<file path="src/rtl/pong_pkg.sv">
// rtl/pong_pkg.sv - shared paddle indices, reset constants and geometry helpers for the pong renderer
package pong_pkg;

  typedef enum logic [1:0] {
    PAD_TOP   = 2'd0,
    PAD_DOWN  = 2'd1,
    PAD_LEFT  = 2'd2,
    PAD_RIGHT = 2'd3
  } paddle_e;

  localparam int NUM_PADDLES  = 4;
  localparam int PAD_MIN      = 1;  // a paddle never covers a corner cell
  localparam int RESET_PADDLE = 1;

  function automatic int clamp_paddle(input int p, input int width, input int size);
    int hi;
    hi = width - 1 - size;
    if (p < PAD_MIN) return PAD_MIN;
    if (p > hi) return hi;
    return p;
  endfunction

  function automatic logic in_span(input int v, input int lo, input int len);
    return (v >= lo) && (v <= lo + len - 1);
  endfunction

endpackage

</file>
<file path="src/rtl/pong_row_scanner.sv">
// rtl/pong_row_scanner.sv - row hold counter, row counter and frame_start pulse for the LED matrix scan
module pong_row_scanner
  import pong_pkg::*;
#(
  parameter int WIDTH        = 8,
  parameter int BIT_OF_WIDTH = 3,
  parameter int ROW_HOLD     = 4
) (
  input  logic                    clk,
  input  logic                    rst,
  output logic [BIT_OF_WIDTH-1:0] row_sel,
  output logic                    frame_start,
  output logic                    advance,
  output logic [BIT_OF_WIDTH-1:0] next_row
);

  localparam int HW = (ROW_HOLD > 1) ? $clog2(ROW_HOLD) : 1;

  logic [HW-1:0] hold_cnt;

  assign advance  = (hold_cnt == HW'(ROW_HOLD - 1));
  assign next_row = (row_sel == BIT_OF_WIDTH'(WIDTH - 1)) ? '0 : row_sel + 1'b1;

  // Reset parks the scan at the last row with the hold counter terminal, so the
  // first edge after release starts a fresh frame at row 0.
  always_ff @(posedge clk) begin
    if (rst) begin
      hold_cnt    <= HW'(ROW_HOLD - 1);
      row_sel     <= BIT_OF_WIDTH'(WIDTH - 1);
      frame_start <= 1'b0;
    end else if (advance) begin
      hold_cnt    <= '0;
      row_sel     <= next_row;
      frame_start <= (next_row == '0);
    end else begin
      hold_cnt    <= hold_cnt + 1'b1;
      frame_start <= 1'b0;
    end
  end

endmodule

</file>
<file path="src/rtl/pong_frame_renderer.sv">
// rtl/pong_frame_renderer.sv - tear-free pong row renderer with state handshake; optional ball blink via PONG_BALL_BLINK_EN
module pong_frame_renderer
  import pong_pkg::*;
#(
  parameter int WIDTH        = 8,
  parameter int BIT_OF_WIDTH = 3,
  parameter int SIZE         = 2,
  parameter int ROW_HOLD     = 4,
  parameter int BLINK_FRAMES = 8
) (
  input  logic                      clk,
  input  logic                      rst,
  input  logic                      state_valid,
  output logic                      state_ready,
  input  logic [BIT_OF_WIDTH-1:0]   player_top,
  input  logic [BIT_OF_WIDTH-1:0]   player_down,
  input  logic [BIT_OF_WIDTH-1:0]   player_left,
  input  logic [BIT_OF_WIDTH-1:0]   player_right,
  input  logic [2*BIT_OF_WIDTH-1:0] pos_ball,
  output logic [BIT_OF_WIDTH-1:0]   row_sel,
  output logic [WIDTH-1:0]          row_data,
  output logic                      frame_start
);

  typedef logic [BIT_OF_WIDTH-1:0] coord_t;

  coord_t shadow_pad [NUM_PADDLES];
  coord_t active_pad [NUM_PADDLES];
  coord_t src_pad    [NUM_PADDLES];
  coord_t shadow_bx, shadow_by, active_bx, active_by, src_bx, src_by;
  coord_t next_row;
  logic   advance, frame_edge, load, accept, pending, ball_en;

  pong_row_scanner #(
    .WIDTH        (WIDTH),
    .BIT_OF_WIDTH (BIT_OF_WIDTH),
    .ROW_HOLD     (ROW_HOLD)
  ) u_scanner (
    .clk         (clk),
    .rst         (rst),
    .row_sel     (row_sel),
    .frame_start (frame_start),
    .advance     (advance),
    .next_row    (next_row)
  );

  assign state_ready = ~pending;
  assign accept      = state_valid && state_ready;
  assign frame_edge  = advance && (next_row == '0);
  assign load        = frame_edge && pending;

  // Row 0 of a loading frame must already see the shadow copy.
  always_comb begin
    for (int i = 0; i < NUM_PADDLES; i++) begin
      src_pad[i] = load ? shadow_pad[i] : active_pad[i];
    end
    src_bx = load ? shadow_bx : active_bx;
    src_by = load ? shadow_by : active_by;
  end

`ifdef PONG_BALL_BLINK_EN
  localparam int BLINK_PERIOD = 2 * BLINK_FRAMES;
  localparam int FCW          = $clog2(BLINK_PERIOD);

  logic [FCW-1:0] frame_cnt, frame_cnt_next;
  logic           first_frame;

  // The frame right after reset is frame 0, so its boundary does not count.
  always_comb begin
    frame_cnt_next = frame_cnt;
    if (frame_edge && !first_frame) begin
      frame_cnt_next = (frame_cnt == FCW'(BLINK_PERIOD - 1)) ? '0 : frame_cnt + 1'b1;
    end
  end

  assign ball_en = (frame_cnt_next < FCW'(BLINK_FRAMES));

  always_ff @(posedge clk) begin
    if (rst) begin
      frame_cnt   <= '0;
      first_frame <= 1'b1;
    end else begin
      frame_cnt <= frame_cnt_next;
      if (frame_edge) first_frame <= 1'b0;
    end
  end
`else
  // Ball is drawn every frame in this build.
  assign ball_en = (BLINK_FRAMES > 0);
`endif

  function automatic logic [WIDTH-1:0] render_row(
    input int   r,
    input int   pl,
    input int   pr,
    input int   pt,
    input int   pd,
    input int   bx,
    input int   by,
    input logic draw_ball
  );
    logic [WIDTH-1:0] bits;
    bits            = '0;
    bits[0]         = in_span(r, pl, SIZE);
    bits[WIDTH-1]   = in_span(r, WIDTH - SIZE - pr, SIZE);
    if (r == 0 || r == WIDTH - 1) begin
      bits[0]       = 1'b1;
      bits[WIDTH-1] = 1'b1;
    end
    for (int c = 1; c <= WIDTH - 2; c++) begin
      if (r == 0 && in_span(c, pt, SIZE)) bits[WIDTH-1-c] = 1'b1;
      if (r == WIDTH - 1 && in_span(c, pd, SIZE)) bits[c] = 1'b1;
      if (draw_ball && r == by && bx == c) bits[c] = 1'b1;
    end
    return bits;
  endfunction

  always_ff @(posedge clk) begin
    if (rst) begin
      row_data  <= '0;
      pending   <= 1'b0;
      for (int i = 0; i < NUM_PADDLES; i++) begin
        shadow_pad[i] <= coord_t'(RESET_PADDLE);
        active_pad[i] <= coord_t'(RESET_PADDLE);
      end
      shadow_bx <= '0;
      shadow_by <= '0;
      active_bx <= '0;
      active_by <= '0;
    end else begin
      // accept and load are exclusive: accept needs pending=0, load needs pending=1.
      if (accept) begin
        shadow_pad[PAD_TOP]   <= coord_t'(clamp_paddle(int'(player_top), WIDTH, SIZE));
        shadow_pad[PAD_DOWN]  <= coord_t'(clamp_paddle(int'(player_down), WIDTH, SIZE));
        shadow_pad[PAD_LEFT]  <= coord_t'(clamp_paddle(int'(player_left), WIDTH, SIZE));
        shadow_pad[PAD_RIGHT] <= coord_t'(clamp_paddle(int'(player_right), WIDTH, SIZE));
        shadow_bx             <= pos_ball[2*BIT_OF_WIDTH-1:BIT_OF_WIDTH];
        shadow_by             <= pos_ball[BIT_OF_WIDTH-1:0];
        pending               <= 1'b1;
      end
      if (load) begin
        for (int i = 0; i < NUM_PADDLES; i++) begin
          active_pad[i] <= shadow_pad[i];
        end
        active_bx <= shadow_bx;
        active_by <= shadow_by;
        pending   <= 1'b0;
      end
      if (advance) begin
        row_data <= render_row(int'(next_row),
                               int'(src_pad[PAD_LEFT]), int'(src_pad[PAD_RIGHT]),
                               int'(src_pad[PAD_TOP]), int'(src_pad[PAD_DOWN]),
                               int'(src_bx), int'(src_by), ball_en);
      end
    end
  end

endmodule
</file>
<file path="config.mk">
export PLATFORM = sky130hd
export DESIGN_NAME = pong_frame_renderer
export DESIGN_NICKNAME = d
export VERILOG_FILES = /design/src/rtl/pong_pkg.sv /design/src/rtl/pong_row_scanner.sv /design/src/rtl/pong_frame_renderer.sv
export SDC_FILE = /design/constraint.sdc
export NUM_CORES = 1
export LEC_CHECK = 0
export CORE_AREA = 2 2 94 96
export CTS_CLUSTER_DIAMETER = 60
export DETAILED_ROUTE_END_ITERATION = 10
export DIE_AREA = 0 0 96 98
export GPL_ROUTABILITY_DRIVEN = 0
export SLEW_MARGIN = 20
export SYNTH_ARGS = -nofsm -noshare
export SYNTH_HDL_FRONTEND = slang
export SYNTH_SLANG_ARGS = --single-unit
</file>
<file path="constraint.sdc">
create_clock -name clk -period 4.1 [get_ports clk]
set_input_delay 1.025 -clock clk [delete_from_list [all_inputs] [get_ports clk]]
set_output_delay 1.025 -clock clk [all_outputs]
set_load 0.005 [all_outputs]
</file>
# Yosys cells after proc, flatten, opt, wreduce, memory -nomap -nowiden

Memory sizes are Yosys's and may differ from the RTL's.
Cells that the tools add are included.

Add/subtract/negate cells: 11
$lt $le $gt $ge: 36
Equality and inequality tests: 10
Muxes and demuxes: 96
Bitwise gates (word level): 10
Reduce and logical (&&, ||, !) cells: 40

Operators with widths:

| operator                                              | count |
|---|---|
| two-way mux 3 bit                                     | 35 |
| two-way mux 1 bit                                     | 60 |
| logical AND 1 bit                                     | 35 |
| <= comparator 4 x 5 -> 1 bit (first input constant)   | 6 |
| <= comparator 3 x 5 -> 1 bit (first input constant)   | 4 |
| >= comparator 3 bit (first input constant)            | 6 |
| == test 3 bit (second input constant)                 | 5 |
| subtractor 4 x 1 -> 5 bit (second input constant)     | 3 |
| adder 3 x 2 -> 4 bit (second input constant)          | 3 |
| >= comparator 2 x 3 -> 1 bit (first input constant)   | 4 |
| greater-than comparator 3 bit (second input constant) | 4 |
| < comparator 3 x 1 -> 1 bit (second input constant)   | 4 |
| <= comparator 2 x 5 -> 1 bit (first input constant)   | 2 |
| OR 1 bit                                              | 8 |
| == test 3 x 2 -> 1 bit (second input constant)        | 2 |
| >= comparator 1 x 3 -> 1 bit (first input constant)   | 2 |
| <= comparator 4 x 6 -> 1 bit                          | 1 |
| zero test 3 bit                                       | 2 |
| subtractor 5 x 2 -> 6 bit (second input constant)     | 1 |
| adder 4 x 3 -> 5 bit (second input constant)          | 1 |
| <= comparator 4 x 5 -> 1 bit                          | 1 |
| >= comparator 4 bit                                   | 1 |
| OR reduction 2 bit                                    | 2 |
| subtractor 3 x 3 -> 4 bit (first input constant)      | 1 |
| other kinds (9)                                       | 10 |

Register bits: 27
Bits in writable memories: 24
Input port bits: 21
Output and inout bits: 13
Logic and storage cells: 214
Memories: 2

Memory list:

| name       | depth | bits a word | read ports | clocked after memory_dff | wr ports | RTL line                  | RTL |
|---|---|---|---|---|---|---|---|
| active_pad | 4     | 3           | 4          | 0                        | 4        | pong_frame_renderer.sv:28 | `coord_t active_pad [NUM_PADDLES];` |
| shadow_pad | 4     | 3           | 4          | 0                        | 4        | pong_frame_renderer.sv:27 | `coord_t shadow_pad [NUM_PADDLES];` |

# Logic depth before layout (Yosys ltp)

Depth in word-level cells: 14
Depth in mapped cells: 16

# By module

From an unflattened synthesis, not the netlist that was laid out.

Cells, all modules: 293
Area total of the unflattened synthesis: 2,902.8 um^2

Modules (own cells, without submodules):

| module              | times used | cells each | area an instance (um^2) | seq. area each (um^2) |
|---|---|---|---|---|
| pong_frame_renderer | 1          | 273        | 2,665.1                 | 1,141.1 |
| pong_row_scanner    | 1          | 20         | 237.7                   | 120.1 |

# Worst setup path after synthesis

No wires, ideal clock.

Path type: flip-flop to flip-flop
From: register u_scanner.row_sel[0]
To: register row_data[7]
Setup time: 101 ps
Arrival: 3,202 ps
Data required time: 3,999 ps
Path slack: 797 ps
Cell stages (with the launch flop): 16
Path buffers: 2
Clock period less this slack: 3,303 ps
Cell sequence: dfxtp_1 ha_1 ha_1 and3b_1 nand3_1 buf_2 clkbuf_1 nand2_1 nand2_1 ha_1 xor2_2 ha_1 nand2_1 o21ai_0 o21ai_0 o41ai_1

Word-level cells in the longest chain between the ends: 12
Elaborated cells on any way between the ends: 17
Classes of those cells: 4 x add/sub; 2 x order compare; 2 x eq/ne; 3 x mux; 6 x reduce/logical

RTL lines:

| item                                                         | RTL line                   | RTL |
|---|---|---|
| start, declared                                              | pong_row_scanner.sv:11     | `output logic [BIT_OF_WIDTH-1:0] row_sel,` |
| start signal, assigned                                       | pong_row_scanner.sv:29     | `row_sel <= BIT_OF_WIDTH'(WIDTH - 1);` |
| start signal, assigned                                       | pong_row_scanner.sv:33     | `row_sel <= next_row;` |
| adder 3 x 1 -> 3 bit / == test 3 bit (equally long branches) | pong_row_scanner.sv:22     | `assign next_row = (row_sel == BIT_OF_WIDTH'(WIDTH - 1)) ? '0 : row_sel + 1'b1;` |
| two-way mux 3 bit *                                          | pong_row_scanner.sv:22     |  |
| named net next_row[2]                                        | pong_frame_renderer.sv:31  | `coord_t next_row;` |
| zero test 3 bit                                              | pong_frame_renderer.sv:49  | `assign frame_edge = advance && (next_row == '0);` |
| logical AND 1 bit                                            | pong_frame_renderer.sv:49  |  |
| logical AND 1 bit                                            | pong_frame_renderer.sv:50  | `assign load = frame_edge && pending;` |
| two-way mux 3 bit                                            | pong_frame_renderer.sv:55  | `src_pad[i] = load ? shadow_pad[i] : active_pad[i];` |
| subtractor 3 x 3 -> 4 bit                                    | pong_frame_renderer.sv:105 | `bits[WIDTH-1] = in_span(r, WIDTH - SIZE - pr, SIZE);` |
| adder 4 x 3 -> 5 bit                                         | pong_pkg.sv:24             | `return (v >= lo) && (v <= lo + len - 1);` |
| subtractor 5 x 2 -> 6 bit                                    | pong_pkg.sv:24             |  |
| <= comparator 4 x 6 -> 1 bit                                 | pong_pkg.sv:24             |  |
| logical AND 1 bit                                            | pong_pkg.sv:24             |  |
| two-way mux 1 bit *                                          | pong_frame_renderer.sv:106 | `if (r == 0 \|\| r == WIDTH - 1) begin` |
| end signal, assigned                                         | pong_frame_renderer.sv:150 | `row_data <= render_row(int'(next_row),` |
| end, declared                                                | pong_frame_renderer.sv:21  | `output logic [WIDTH-1:0] row_data,` |

The timed path passes the listed nets; every way through them passes the cells marked *.
A chain may end at the register's enable or synchronous reset.

# Final worst setup path

From: register u_scanner.row_sel[0]
To: register row_data[0]

Word-level cells in the longest chain between the ends: 11
Elaborated cells on any way between the ends: 16
Classes of those cells: 3 x add/sub; 2 x order compare; 2 x eq/ne; 3 x mux; 6 x reduce/logical

RTL lines:

| item                                                         | RTL line |
|---|---|
| adder 3 x 1 -> 3 bit / == test 3 bit (equally long branches) | pong_row_scanner.sv:22 |
| two-way mux 3 bit *                                          | pong_row_scanner.sv:22 |
| named net next_row[2]                                        | pong_frame_renderer.sv:31 |
| zero test 3 bit                                              | pong_frame_renderer.sv:49 |
| logical AND 1 bit                                            | pong_frame_renderer.sv:49 |
| logical AND 1 bit                                            | pong_frame_renderer.sv:50 |
| two-way mux 3 bit                                            | pong_frame_renderer.sv:55 |
| adder 3 x 2 -> 4 bit                                         | pong_pkg.sv:24 |
| subtractor 4 x 1 -> 5 bit                                    | pong_pkg.sv:24 |
| <= comparator 4 x 5 -> 1 bit                                 | pong_pkg.sv:24 |
| logical AND 1 bit                                            | pong_pkg.sv:24 |
| two-way mux 1 bit *                                          | pong_frame_renderer.sv:106 |

Marked as above.

==> metrics.csv <==
metric;value;unit
outcome;finished clean;
dp.cells;432;
post_route_cells_drive_above_1_share;6.93;%
maxCapViolCount;0;
critPathLaunchType;flip-flop;
ys.warnings.count;0;
design.die.area;9410;um^2
total_track_usage;13.7;%
crit_slowest_cell;sky130_fd_sc_hd__nor3_4;
synth_cells;296;
core_area;8470;um^2
totalWireLength;6000;um
clk_latency;310;ps
ff2ff_setup_slack;540;ps
first_global_vias;2164;
hold_violations;0;
ctsResizeCount;0;
combined_area_of_the_multi_input_logic_cells;1520;um^2
critPathMaxFanout;22;
post_cts_buffers;0;
num_io_pins;34;
number_of_buffers_inserted_by_port_buffering;33;
area_of_the_mapped_netlist;2880;um^2
final_period_minus_worst_setup_slack;3560;ps
number_of_antenna_violations_at_the_first_check_in_global_routing;0;
area_growth;19.0;%
hold_path_startpoint;u_scanner.hold_cnt[0];
hold_path_class;flip-flop to flip-flop;
worst_slack;541;ps
routedWlPerCell;13.6;um
globalRouteMet2Util;21.2;%
grt_most_used_layer;met2;
cts_sinks;51;
worst_pin_slew;542;ps
synthesis.nets;335;
critPathKind;flip-flop to flip-flop;
fin_cells;440;
rsz0062_at_grt;false;
detailedRoute.firstPassIterationCount;4;
pre_cts_ws;548;ps
grt_total_ovfl;0;
synth_sequential_area_ratio;43.8;%
die_height;98;um
grt_start_max_net_pins;25;
synthDistinctLibCells;50;
detailedRoute.firstIterationViolations;134;
setup.worst_path.start;u_scanner.row_sel[0];
grt.met3_usage;2.62;%
slew-limit-headroom;63.7;%
timing.rr.start;u_scanner.row_sel[0];
antenna-diode-count;0;
rows;34;
layout.area.seq;1260;um^2
critical_path_arrival;3750;ps
final.period_utilization;86.8;%
final_antenna_net_count;0;
fillCellCount;827;
power.leakage;1.34;nW
endpoint_kind;flip-flop;
vdd.ir_drop.worst;0.000143;V
finalMaxSlewViolations;0;
clockBufferDepth;2;
final.hold.worst_slack;458;ps
slowest_delay;470;ps
drc;0;
clock_tree_from_tritoncts;yes;
floorplan.die.width;96;um
cts-hold-fix-buffers;0;
vias_per_cell;5.09;
start_util;34.0;%
finClkSkew;8.59;ps
place_hpwl;4450;um
cts.clk_slew.worst_paths;100;ps
most_numerous_cell_on_the_critical_path;sky130_fd_sc_hd__ha_1;
power-per-cell-area;406;nW/um^2
avgSynthCellArea;9.73;um^2
htree_levels;2;
numCtsBuffers;5;
final.setup.tns;0;ps
routed-via-count;2241;
timing.final.setup_violations;0;
cp_cell_sequence;ha_1 > ha_1 > nand3b_1 > nor3_4 > buf_4 > mux2i_1 > xor2_1 > ha_1 > and3b_1 > nor4_1 > nor4_1;
worst_ep_required_time;4290;ps
groute.layer.met1.usage;19.5;%
global_route_wire_length_before_repair;10300;um
clock-root-buffer;sky130_fd_sc_hd__clkbuf_8;
flops_latches_synth;51;
final_nets;370;
max_freq;0.281;GHz
==> area by class of cell <==
| cell class | instances | share of cell area [%] |
|---|---|---|
| sequential | 51 | 36.8 |
| timing repair buffer | 39 | 11.0 |
| multi-input combinational | 222 | 44.4 |
| clock buffer | 5 | 2.01 |
| clock inverter | 3 | 0.548 |
| inverter | 12 | 1.39 |
| tap | 108 | 3.94 |
==> logic make-up after synthesis <==
kind of cell | Yosys count | synth area share, %
XOR/XNOR | 9 | 3.00
adder cells (fa/ha/maj) | 18 | 7.82
buffers and inverters | 23 | 3.43
flip-flops | 51 | 43.8
AND/OR/NAND/NOR | 133 | 25.2
AO/OA/AOI/OAI | 52 | 13.2
multiplexers | 10 | 3.65
==> Yosys cell counts, drive strengths merged <==
library cell | count | area share (%)
a2111o | 1 | 0.39
a211oi | 3 | 0.96
a21o | 3 | 0.78
a21oi | 10 | 1.7
a221o | 1 | 0.35
a22o | 6 | 1.8
a311o | 1 | 0.35
a311oi | 2 | 0.61
a31oi | 1 | 0.22
a32oi | 1 | 0.30
a41oi | 2 | 0.61
and2 | 7 | 1.5
and3 | 11 | 2.4
and3b | 2 | 0.61
buf | 3 | 0.74
clkbuf | 8 | 1.0
dfxtp | 27 | 19
edfxtp | 24 | 25
ha | 18 | 7.8
inv | 12 | 1.7
mux2 | 1 | 0.52
mux2i | 9 | 3.1
nand2 | 34 | 4.4
nand2b | 7 | 1.8
nand3 | 14 | 2.4
nand3b | 6 | 1.6
nand4 | 4 | 0.87
nor2 | 17 | 2.3
nor2b | 3 | 0.65
nor3 | 5 | 1.3
nor3b | 8 | 2.1
nor4 | 4 | 0.87
o211a | 1 | 0.35
o211ai | 4 | 1.0
o21ai | 9 | 1.6
o221ai | 3 | 0.91
o311ai | 1 | 0.30
o31ai | 1 | 0.26
o41ai | 2 | 0.61
or2 | 2 | 0.43
or3 | 9 | 2.0
xnor2 | 5 | 1.5
xor2 | 4 | 1.5
==> through the flow <==
stage               utilization, %  power (mW)  cell area, um^2
CTS                           40.5        1.41             3430
global placement              39.4        1.11             3340
finish                        40.5        1.39             3430
floorplan                        -       0.950             2880
detailed placement            39.4        1.11             3340
global route                  40.5        1.50             3430
==> registers in the layout, summed over array words and instances, names as in the netlist <==
signal and count:
active_by 3, shadow_pad 12, shadow_by 3, u_scanner.frame_start 1, u_scanner.hold_cnt 2, u_scanner.row_sel 3, row_data 8, active_bx 3
pending 1, active_pad 12, shadow_bx 3
==> critical path, delay by kind of cell (launching register included) <==
| family | cells | cell delay (ps) |
|---|---|---|
| and+or+nand+nor | 5 | 1270 |
| buffers and inverters | 1 | 350 |
| muxes | 1 | 370 |
| xor gates and xnor gates | 1 | 180 |
| DFF | 1 | 360 |
| adders and majority gates | 3 | 910 |
==> report_power, final <==
part | total, mW | switching [mW] | internal (mW)
Combinational | 0.484 | 0.261 | 0.223
Sequential | 0.615 | 0.0335 | 0.581
Clock | 0.294 | 0.173 | 0.121
==> routing by layer <==
layer | share of wire, % | wire [um]
met4 | 1.1 | 68
met1 | 50 | 2980
met3 | 4.3 | 258
met2 | 45 | 2690
met5 | 0 | 0
==> cell usage in the layout, fill, tap and decap left out, types with 7 or more instances in the layout <==
cell	count
sky130_fd_sc_hd__a21oi_1	10
sky130_fd_sc_hd__and2_1	7
sky130_fd_sc_hd__and3_1	11
sky130_fd_sc_hd__clkdlybuf4s50_1	33
sky130_fd_sc_hd__dfxtp_1	27
sky130_fd_sc_hd__edfxtp_1	24
sky130_fd_sc_hd__ha_1	18
sky130_fd_sc_hd__inv_1	11
sky130_fd_sc_hd__mux2i_1	9
sky130_fd_sc_hd__nand2_1	34
sky130_fd_sc_hd__nand3_1	14
sky130_fd_sc_hd__nor2_1	16
sky130_fd_sc_hd__nor3b_1	8
sky130_fd_sc_hd__o21ai_0	9
sky130_fd_sc_hd__or3_1	9
==> worst paths after layout <==
kind                                               to  cells after the start
worst min register to register  u_scanner.hold_cnt[0]                      1
worst max register to register            row_data[0]                     11
worst max-delay path                      row_data[0]                     11
worst min-delay path            u_scanner.hold_cnt[0]                      1
Power figures use the tool's default switching activity.
==> RTL edit (same flow settings) <==
`ROW_HOLD` is set to 4 in 2 places; all go to 8.
--- a/src/rtl/pong_row_scanner.sv
+++ b/src/rtl/pong_row_scanner.sv
@@ -5,5 +5,5 @@
   parameter int WIDTH        = 8,
   parameter int BIT_OF_WIDTH = 3,
-  parameter int ROW_HOLD     = 4
+  parameter int ROW_HOLD     = 8
 ) (
   input  logic                    clk,
--- a/src/rtl/pong_frame_renderer.sv
+++ b/src/rtl/pong_frame_renderer.sv
@@ -6,5 +6,5 @@
   parameter int BIT_OF_WIDTH = 3,
   parameter int SIZE         = 2,
-  parameter int ROW_HOLD     = 4,
+  parameter int ROW_HOLD     = 8,
   parameter int BLINK_FRAMES = 8
 ) (
Function: changed (a bounded check fails within 10 cycles, from zero or initial values and one cycle with rst high).
==> RTL edit against the unedited design <==
- fmax is 4.1% higher
- total power grew 16%
- cell count unchanged
- die area unchanged
- worst hold slack got worse by 0.0068 ns
- clock skew decreased by 0.0023 ns
- wire length up 8.3%
- via count increased by 1.2%
- synthesized area up 2.3%
- sequential cell count rose by 1
- worst setup slack better by 0.14 ns
- cell area is 0.99% higher
- critical endpoint is now row_data[7]
- largest cell class unchanged
- largest power group unchanged
- highest routed layer unchanged
==> RTL edit: results (changes against the unedited design) <==
\begin{tabular}{lr}
\hline
Metric & Value \\
\hline
\multicolumn{2}{l}{\textbf{GRT}} \\
GRT Util Overall & 14.5\% (was 13.7\%) \\
GR Util met2 & 22.5\% (was 21.2\%) \\
Global-route track usage on met1 & 21.0\% (was 19.5\%) \\
Vias in the first global route & 2180 (was 2164) \\
Wire length of the first global-routing pass & 10.9 mm (was 10.3 mm) \\
Met3 usage & 2.31\% (was 2.62\%) \\
\multicolumn{2}{l}{\textbf{Synthesis}} \\
Mapped Nets & 343 (was 335) \\
Proportion of netlist area held by the largest area contributor & 24.5\% (was 25.0\%) \\
Cell types with the largest area share after synthesis & sky130\_fd\_sc\_hd\_\_edfxtp\_1 (24\%), sky130\_fd\_sc\_hd\_\_dfxtp\_1 (19\%), sky130\_fd\_sc\_hd\_\_ha\_1 (8.1\%) (was sky130\_fd\_sc\_hd\_\_edfxtp\_1 (25\%), sky130\_fd\_sc\_hd\_\_dfxtp\_1 (19\%), sky130\_fd\_sc\_hd\_\_ha\_1 (7.8\%)) \\
Leading cell types by count after synthesis & sky130\_fd\_sc\_hd\_\_nand2\_1 (31), sky130\_fd\_sc\_hd\_\_dfxtp\_1 (28), sky130\_fd\_sc\_hd\_\_edfxtp\_1 (24), sky130\_fd\_sc\_hd\_\_ha\_1 (19), sky130\_fd\_sc\_hd\_\_inv\_1 (15) (was sky130\_fd\_sc\_hd\_\_nand2\_1 (34), sky130\_fd\_sc\_hd\_\_dfxtp\_1 (27), sky130\_fd\_sc\_hd\_\_edfxtp\_1 (24), sky130\_fd\_sc\_hd\_\_ha\_1 (18), sky130\_fd\_sc\_hd\_\_nor2\_1 (16)) \\
Netlist cell types & 48 (was 50) \\
\multicolumn{2}{l}{\textbf{Pwr}} \\
Sequential-cell power consumption & 0.000652 W (was 0.000615 W) \\
Sw frac & 34.1\% (was 33.6\%) \\
Highest ir drop seen on vdd & 0.159 mV (was 0.143 mV) \\
Total power consumption of the routed design & 0.00161 W (was 0.00139 W) \\
\multicolumn{2}{l}{\textbf{Setup path}} \\
Setup slack of the most critical reg-to-reg path & 0.68 ns (was 0.54 ns) \\
Maximum fanout along the worst path & 27 (was 22) \\
CP arrival & 3.62 ns (was 3.75 ns) \\
Slowest library cell on the worst path & sky130\_fd\_sc\_hd\_\_and3\_4 (was sky130\_fd\_sc\_hd\_\_nor3\_4) \\
Critical Path End & row\_data[7] (was row\_data[0]) \\
\multicolumn{2}{l}{\textbf{Outcome}} \\
Result of the run & finished clean (unchanged) \\
\multicolumn{2}{l}{\textbf{Detailed routing}} \\
Violation count after the first detailed-routing iteration & 82 (was 134) \\
Routed len/inst & 14.8 um (was 13.6 um) \\
Vias per inst & 5.15 (was 5.09) \\
\multicolumn{2}{l}{\textbf{Cells and area}} \\
Layout Nets & 371 (was 370) \\
Share of cells above drive strength 1 & 4.52\% (was 6.93\%) \\
\multicolumn{2}{l}{\textbf{STA}} \\
Setup clock skew after layout & 0.00629 ns (was 0.00859 ns) \\
\multicolumn{2}{l}{\textbf{Min path}} \\
Hold wc startpoint & u\_scanner.hold\_cnt[0] (unchanged) \\
\hline
\end{tabular}
[RTL edit: changes by cell type after synthesis, sizes merged, moves of 3 or more]
cell / before / now
nand2: 34 / 31
mux2i: 9 / 12
o21ai: 9 / 13
nor4: 4 / 1
or3: 9 / 12
clkbuf: 8 / 11
nor2: 17 / 12
inv: 12 / 15
nand3: 14 / 8
nand4: 4 / 7
xnor2: 5 / 9
[RTL edit: metrics by stage]
step	instance area [um^2]	setup WS [ns]	hold slack (ns)	util (%)	std cells
3_5_place_dp	3350	0.717	0.440	39.6	432
3_3_place_gp	3350	0.888	0.435	39.6	432
4_1_cts	3460	0.682	0.456	40.9	440
6_report	3460	0.680	0.451	40.9	440
2_1_floorplan	2950	1.34	0.418	-	303
5_1_grt	3460	0.408	0.471	40.9	440
[RTL edit: metal layers]
| metal | share of wire, % | routed length [um] |
|---|---|---|
| met2 | 46 | 2970 |
| met5 | 0 | 0 |
| met4 | 1.3 | 85 |
| met3 | 3.1 | 202 |
| met1 | 50 | 3240 |
[RTL edit: final cells by class]
| cell class | count | area [um^2] |
|---|---|---|
| clock buffer | 6 | 72.6 |
| clock inverter | 2 | 38.8 |
| fill | 826 | 5000 |
| inverter | 15 | 56.3 |
| multi-input combinational | 221 | 1520 |
| sequential | 52 | 1280 |
| tap | 108 | 135 |
| timing repair buffer | 36 | 353 |
[RTL edit: cells by family (layout without fill, tap and decap cells)]
logic type / after synthesis / count (layout) / share of synthesized area [%]
AND/OR/NAND/NOR: 121 / 121 / 22.6
AO/OA/AOI/OAI: 57 / 57 / 13.1
flip-flops: 52 / 52 / 43.5
buffers and inverters: 30 / 59 / 4.80
adder cells (fa/ha/maj): 19 / 19 / 8.07
XOR/XNOR: 12 / 12 / 3.82
multiplexers: 12 / 12 / 4.08
